### config.mk
export PLATFORM = sky130hd
export DESIGN_NAME = irq_request_unit_flat
export DESIGN_NICKNAME = d
export VERILOG_FILES = /design/src/rtl/pic_pkg.sv /design/src/rtl/irq_request_unit_if.sv /design/src/rtl/irq_priority_resolver.sv /design/src/rtl/irq_request_unit.sv /design/src/flat_wrapper.sv
export SDC_FILE = /design/constraint.sdc
export NUM_CORES = 1
export LEC_CHECK = 0
export ABC_AREA = 1
export CAP_MARGIN = 10
export CORE_ASPECT_RATIO = 0.8
export CORE_MARGIN = 2
export CORE_UTILIZATION = 45
export DETAILED_ROUTE_END_ITERATION = 8
export PLACE_DENSITY = 0.7
export SLEW_MARGIN = 40
export SYNTH_ARGS = -nofsm -noshare
export SYNTH_HDL_FRONTEND = slang
export SYNTH_HIERARCHICAL = 1
export SYNTH_SLANG_ARGS = --single-unit
### constraint.sdc
create_clock -name clk -period 3.25 [get_ports clk]
set_input_delay 0.4875 -clock clk [delete_from_list [all_inputs] [get_ports clk]]
set_output_delay 0.4875 -clock clk [all_outputs]
set_load 0.02 [all_outputs]
### src/rtl/pic_pkg.sv
// Shared definitions for the interrupt request unit: default channel count,
// trigger-mode encoding and the default-width request vector type.
package pic_pkg;

    localparam int NUM_IRQ_DEFAULT = 8;

    // Encoding of level_or_edge_flag
    localparam logic LEVEL = 1'b1;
    localparam logic EDGE  = 1'b0;

    typedef logic [NUM_IRQ_DEFAULT-1:0] irq_vec_t;

endpackage

### src/rtl/irq_request_unit_if.sv
// Request/control bundle of the interrupt request unit.
// master: the side that drives request lines and control (CPU / stimulus).
// slave : the request unit itself.
interface irq_request_unit_if #(
    parameter int NUM_IRQ = pic_pkg::NUM_IRQ_DEFAULT,
    parameter int IDX_W   = $clog2(NUM_IRQ)
);
    logic [NUM_IRQ-1:0] ir_in;
    logic               level_or_edge_flag;
    logic               freeze;
    logic [NUM_IRQ-1:0] clear_interrupt_request;
    logic [NUM_IRQ-1:0] mask;
    logic               rotate_en;
    logic [IDX_W-1:0]   rotate_lowest;
    logic [NUM_IRQ-1:0] irr;
    logic               int_req;
    logic [IDX_W-1:0]   int_idx;

    modport master (
        output ir_in, level_or_edge_flag, freeze, clear_interrupt_request,
               mask, rotate_en, rotate_lowest,
        input  irr, int_req, int_idx
    );

    modport slave (
        input  ir_in, level_or_edge_flag, freeze, clear_interrupt_request,
               mask, rotate_en, rotate_lowest,
        output irr, int_req, int_idx
    );
endinterface

### src/rtl/irq_priority_resolver.sv
// Combinational rotating-priority search. base is the lowest-priority
// channel; the search starts at base+1 and walks upward with wrap-around.
module irq_priority_resolver import pic_pkg::*; #(
    parameter int NUM_IRQ = NUM_IRQ_DEFAULT,
    parameter int IDX_W   = $clog2(NUM_IRQ)
) (
    input  logic [NUM_IRQ-1:0] req,
    input  logic [IDX_W-1:0]   base,
    output logic               valid,
    output logic [IDX_W-1:0]   idx
);
    int ch;

    // First set request found walking up from base+1 (mod NUM_IRQ)
    always_comb begin
        // NOTE: every output gets a default before the loop, so no path leaves it unassigned and no latch is inferred.
        valid = 1'b0;
        idx   = '0;
        ch    = 0;
        for (int k = 1; k <= NUM_IRQ; k++) begin
            ch = int'(base) + k;
            if (ch >= NUM_IRQ) ch = ch - NUM_IRQ;
            if (!valid && req[ch[IDX_W-1:0]]) begin
                valid = 1'b1;
                idx   = ch[IDX_W-1:0];
            end
        end
    end
endmodule

### src/rtl/irq_request_unit.sv
// Interrupt request unit: edge/level capture into the IRR, freeze-time
// deferral via a pending register, per-channel clears, masking and a
// rotating-priority registered request/index output.
// Optional macro IRQ_SYNC_EN: passes ir_in through a 2-flop synchroniser.
module irq_request_unit import pic_pkg::*; #(
    parameter int NUM_IRQ = NUM_IRQ_DEFAULT,
    parameter int IDX_W   = $clog2(NUM_IRQ)
) (
    input logic              clk,
    input logic              reset,
    irq_request_unit_if.slave bus
);
    typedef logic [NUM_IRQ-1:0] vec_t;

    localparam logic [IDX_W-1:0] BASE_RST = IDX_W'(NUM_IRQ - 1);

    vec_t             ir_s;
    vec_t             ir_prev;
    vec_t             set_cond;
    vec_t             irr_q;
    vec_t             irr_next;
    vec_t             pending_q;
    vec_t             pending_next;
    vec_t             masked;
    logic             level_mode;
    logic             res_valid;
    logic [IDX_W-1:0] res_idx;
    logic [IDX_W-1:0] base_q;
    logic             rot_ok;
    logic             int_req_q;
    logic [IDX_W-1:0] int_idx_q;

`ifdef IRQ_SYNC_EN
    vec_t sync1;
    vec_t sync2;

    // Two-flop synchroniser; all-ones reset so a line high through reset is not an edge
    always_ff @(posedge clk) begin
        if (reset) begin
            sync1 <= '1;
            sync2 <= '1;
        end else begin
            sync1 <= bus.ir_in;
            sync2 <= sync1;
        end
    end

    assign ir_s = sync2;
`else
    assign ir_s = bus.ir_in;
`endif

    assign level_mode = (bus.level_or_edge_flag == LEVEL);

    // Previous sample of the request lines for edge detection
    always_ff @(posedge clk) begin
        // NOTE: sequential state uses non-blocking assignments so every flop samples pre-edge values.
        if (reset) ir_prev <= '1;
        else       ir_prev <= ir_s;
    end

    // Per-bit set condition: level follows the line, edge is a 0->1 transition
    always_comb begin
        set_cond = level_mode ? ir_s : (ir_s & ~ir_prev);
    end

    // IRR / pending update: clears always act, sets are deferred while frozen
    always_comb begin
        irr_next     = irr_q;
        pending_next = pending_q;
        if (bus.freeze) begin
            pending_next = pending_q | set_cond;
            irr_next     = irr_q & ~bus.clear_interrupt_request;
        end else begin
            irr_next = irr_q & ~bus.clear_interrupt_request;
            if (level_mode) irr_next = irr_next & ir_s;
            // Sets are ORed last so a same-cycle set beats a clear or a drop
            irr_next     = irr_next | set_cond | pending_q;
            pending_next = '0;
        end
    end

    // IRR and pending registers
    always_ff @(posedge clk) begin
        if (reset) begin
            irr_q     <= '0;
            pending_q <= '0;
        end else begin
            irr_q     <= irr_next;
            pending_q <= pending_next;
        end
    end

    // Mask gates only the request/index path, never the IRR itself
    assign masked = irr_q & ~bus.mask;

    irq_priority_resolver #(
        .NUM_IRQ(NUM_IRQ),
        .IDX_W  (IDX_W)
    ) u_resolver (
        .req  (masked),
        .base (base_q),
        .valid(res_valid),
        .idx  (res_idx)
    );

    // A rotate request is honoured only for an existing channel index
    always_comb begin
        rot_ok = 1'b0;
        for (int i = 0; i < NUM_IRQ; i++) begin
            if (bus.rotate_lowest == i[IDX_W-1:0]) rot_ok = 1'b1;
        end
    end

    // Priority base and registered request/index; index holds when idle
    always_ff @(posedge clk) begin
        if (reset) begin
            base_q    <= BASE_RST;
            int_req_q <= 1'b0;
            int_idx_q <= '0;
        end else begin
            if (bus.rotate_en && rot_ok) base_q <= bus.rotate_lowest;
            int_req_q <= res_valid;
            if (res_valid) int_idx_q <= res_idx;
        end
    end

    assign bus.irr     = irr_q;
    assign bus.int_req = int_req_q;
    assign bus.int_idx = int_idx_q;
endmodule

### src/flat_wrapper.sv
// flat-port wrapper written by rule: the top's interface ports become plain ports
module irq_request_unit_flat import pic_pkg::*;
#(
    parameter int NUM_IRQ = NUM_IRQ_DEFAULT,
    parameter int IDX_W   = $clog2(NUM_IRQ)
)
  (clk, reset, bus_ir_in, bus_level_or_edge_flag, bus_freeze, bus_clear_interrupt_request, bus_mask, bus_rotate_en, bus_rotate_lowest, bus_irr, bus_int_req, bus_int_idx);
  irq_request_unit_if #(.NUM_IRQ(NUM_IRQ), .IDX_W(IDX_W)) bus_i ();
  input logic clk;
  input logic reset;
  input wire logic [$bits(bus_i.ir_in)-1:0] bus_ir_in;
  input wire logic [$bits(bus_i.level_or_edge_flag)-1:0] bus_level_or_edge_flag;
  input wire logic [$bits(bus_i.freeze)-1:0] bus_freeze;
  input wire logic [$bits(bus_i.clear_interrupt_request)-1:0] bus_clear_interrupt_request;
  input wire logic [$bits(bus_i.mask)-1:0] bus_mask;
  input wire logic [$bits(bus_i.rotate_en)-1:0] bus_rotate_en;
  input wire logic [$bits(bus_i.rotate_lowest)-1:0] bus_rotate_lowest;
  output wire logic [$bits(bus_i.irr)-1:0] bus_irr;
  output wire logic [$bits(bus_i.int_req)-1:0] bus_int_req;
  output wire logic [$bits(bus_i.int_idx)-1:0] bus_int_idx;
  assign bus_i.ir_in = bus_ir_in;
  assign bus_i.level_or_edge_flag = bus_level_or_edge_flag;
  assign bus_i.freeze = bus_freeze;
  assign bus_i.clear_interrupt_request = bus_clear_interrupt_request;
  assign bus_i.mask = bus_mask;
  assign bus_i.rotate_en = bus_rotate_en;
  assign bus_i.rotate_lowest = bus_rotate_lowest;
  assign bus_irr = bus_i.irr;
  assign bus_int_req = bus_i.int_req;
  assign bus_int_idx = bus_i.int_idx;
  irq_request_unit #(.NUM_IRQ(NUM_IRQ), .IDX_W(IDX_W)) u_core (.clk(clk), .reset(reset), .bus(bus_i));
endmodule
==> flow_summary.ini <==
[drt]
wl_per_cell_um = 11.6
vias = 1932
routed_wl_mm = 4.65
drtAntennaViolNets = 0
drt_pass1_iterations = 4
first_iter_violations = 118
post_drt_via_cell_ratio = 4.81
drc = 0

[clock_tree]
clk_pin_slew_ps = 70
cts-root-buf = clkbuf_8
post_cts_buffers = 0
cts_sinks = 31
cts_buffers = 5
clock_latency_ps = 280
cts_max_path_buffers = 2
postCtsResizedCells = 0
cts.htree.levels = 2
hold_buffers = 0
cts_tree = done

[timing]
fin_tns_setup_ps = 0
fmaxAchievable_mhz = 401
tightest_slew_ps = 559
period_minus_slack_ps = 2490
drv_slew = 0
finalCritPeriodShare_pct = 76.7
maxSlewHeadroom_pct = 62.7
fin_skew_ps = 3.81
final_hold_viol_count = 0
rsz0062_at_grt = no
setup_violations = 0

[grt]
use_met3_pct = 5.81
met1_usage_pct = 28.8
overflow = 0
grt_usage_pct = 21.3
grt_util_met2_pct = 32.0
grt_pass1_wl_mm = 8.12
first_global_vias = 1834
antenna_found_initial = 0
grt_max_degree = 19
top_usage_layer = met2

[critical_path]
end_kind = flip-flop
r2r-start = u_core/base_q[1]$_SDFFE_PP1P_
cp-startpoint = u_core/base_q[1]$_SDFFE_PP1P_
ff2ff_setup_slack_ps = 760
criticalPathCategory = flip-flop to flip-flop
required_ps = 3470
startpoint_type = flip-flop
worst-path-max-fanout = 11
critical_path_arrival_ps = 2710

[yosys]
synth_nets = 330
synth-seq-cells = 31
syn_area_sq_mm = 0.00191
synth_warnings = 6
async_reset_ff_share_pct = 0
synth_edf_count = 0
synth_ff_type = dfxtp_1
seq_area_frac_synth_pct = 32.5
ys_types = 24
syn-instance-count = 296
syn_area_per_cell_sq_um = 6.45

[floorplanning]
die_h_um = 62.2
io_pins = 44
rows = 21
core_sq_mm = 0.00413
start_util_pct = 46.3
dieArea_sq_mm = 0.00478
fp.dieW_um = 76.8

[worst_hold_path]
hold_class = flip-flop to flip-flop
hold_start = u_core/pending_q[0]$_SDFF_PP0_

[finish]
fill_cells = 417
synthToLayoutAreaGrowth_pct = 31.3
design_area_sq_mm = 0.00251
final_net_count = 378
drive_above_1_share_pct = 14.5
antenna_cells = 0
final_util_pct = 60.8

[power]
leakage_nw = 1.16
vdd_drop_max_mv = 0.235
pwr_density_cell_mw_per_mm2 = 480

[place]
io_buffers = 43
dp_hpwl_mm = 3.65
gp_congestion = 0.925
dpl_cell_area_sq_mm = 0.00239

[run_status]
status = finished clean

[run]
drv_cap = 0
where the power goes:
group          leakage, nW  internal (mW)  switching (mW)
sequential           0.256          0.410          0.0145
combinational        0.846          0.158           0.225
clock               0.0612          0.248           0.147
total                 1.16          0.816           0.387
metrics by stage:
| step | hold WS (ps) | power (mW) | worst slack [ps] | std cells |
|---|---|---|---|---|
| after floorplan | 436 | 0.690 | 1130 | 296 |
| after global placement | 443 | 0.811 | 790 | 394 |
| after detailed placement | 448 | 0.812 | 808 | 394 |
| after CTS | 458 | 1.21 | 791 | 402 |
| after global routing | 479 | 1.29 | 484 | 402 |
| final | 457 | 1.20 | 757 | 402 |
final timing paths:
kind                                        endpoint  cells past startpoint
setup / recovery  u_core/bus.int_idx[2]$_SDFFE_PP0P_                     14
setup reg to reg  u_core/bus.int_idx[2]$_SDFFE_PP0P_                     14
hold reg to reg       u_core/pending_q[0]$_SDFF_PP0_                      2
hold / removal        u_core/pending_q[0]$_SDFF_PP0_                      2
final cells by class:
class                           instances  area [sq um]  share of cell area [%]
Clock buffer                            6          82.6                    3.30
Clock inverter                          2          35.0                    1.40
Timing Repair Buffer                   46           453                    18.1
Inverter                               37           139                    5.54
Multi-Input combinational cell        223          1100                    44.1
Tap cell                               57          71.3                    2.85
Sequential cell                        31           621                    24.8
routing by layer:
layer | up-vias | share of wire [%]
met5 | - | 0
met4 | 0 | 1.8
met2 | 63 | 40
met1 | 830 | 50
met3 | 9 | 7.8
li1 | 1030 | -
sequential cells by signal (all words and copies together), names as in the netlist:
name                cells
u_core/bus.irr          8
u_core/bus.int_req      1
u_core/pending_q        8
u_core/bus.int_idx      3
u_core/base_q           3
u_core/ir_prev          8
logic make-up (layout without fill, tap and decap cells):
group	count (synthesis)	in the layout	synth area share, %
XOR/XNOR	2	2	2.30
flip-flops	31	31	32.5
AND/OR/NAND/NOR	193	193	47.0
AO/OA/AOI/OAI	26	26	7.34
adder cells (fa/ha/maj)	2	2	1.31
buffers and inverters	42	91	9.57
worst max-delay path: stages (launching register included):
cell,delay [ps]
dfxtp_1,310
buf_4,210
inv_2,120
ha_1,430
inv_2,150
nand3_1,110
nand3_1,150
nand2_2,90
inv_2,80
nand4_2,130
nor2_4,170
nand3_1,160
inv_1,150
nor2_1,50
nor2_1,100
placed cells by master, fill, tap and decap left out, drive strengths merged:
cell,instances
a21oi,17
a31oi,1
buf,3
bufinv,1
clkbuf,6
clkdlybuf4s50,43
clkinv,1
dfxtp,31
ha,2
inv,37
nand2,104
nand3,40
nand4,6
nor2,35
o211ai,1
o21ai,7
or2,8
xnor2,2
synth_stat cells (2+ instances only):
library cell	n	area share, %
dfxtp_1	31	33
buf_2	2	0.52
a21oi_1	17	4.5
or2_2	7	2.3
nand4_1	5	1.6
nand2_2	10	3.3
ha_1	2	1.3
inv_1	28	5.5
nand2_1	93	18
o21ai_0	6	1.6
buf_6	3	1.8
nor2_4	3	1.8
nor2_1	32	6.3
inv_2	9	1.8
nand3_1	35	9.2
nand3_2	5	2.6
Power figures use the tool's default switching activity.
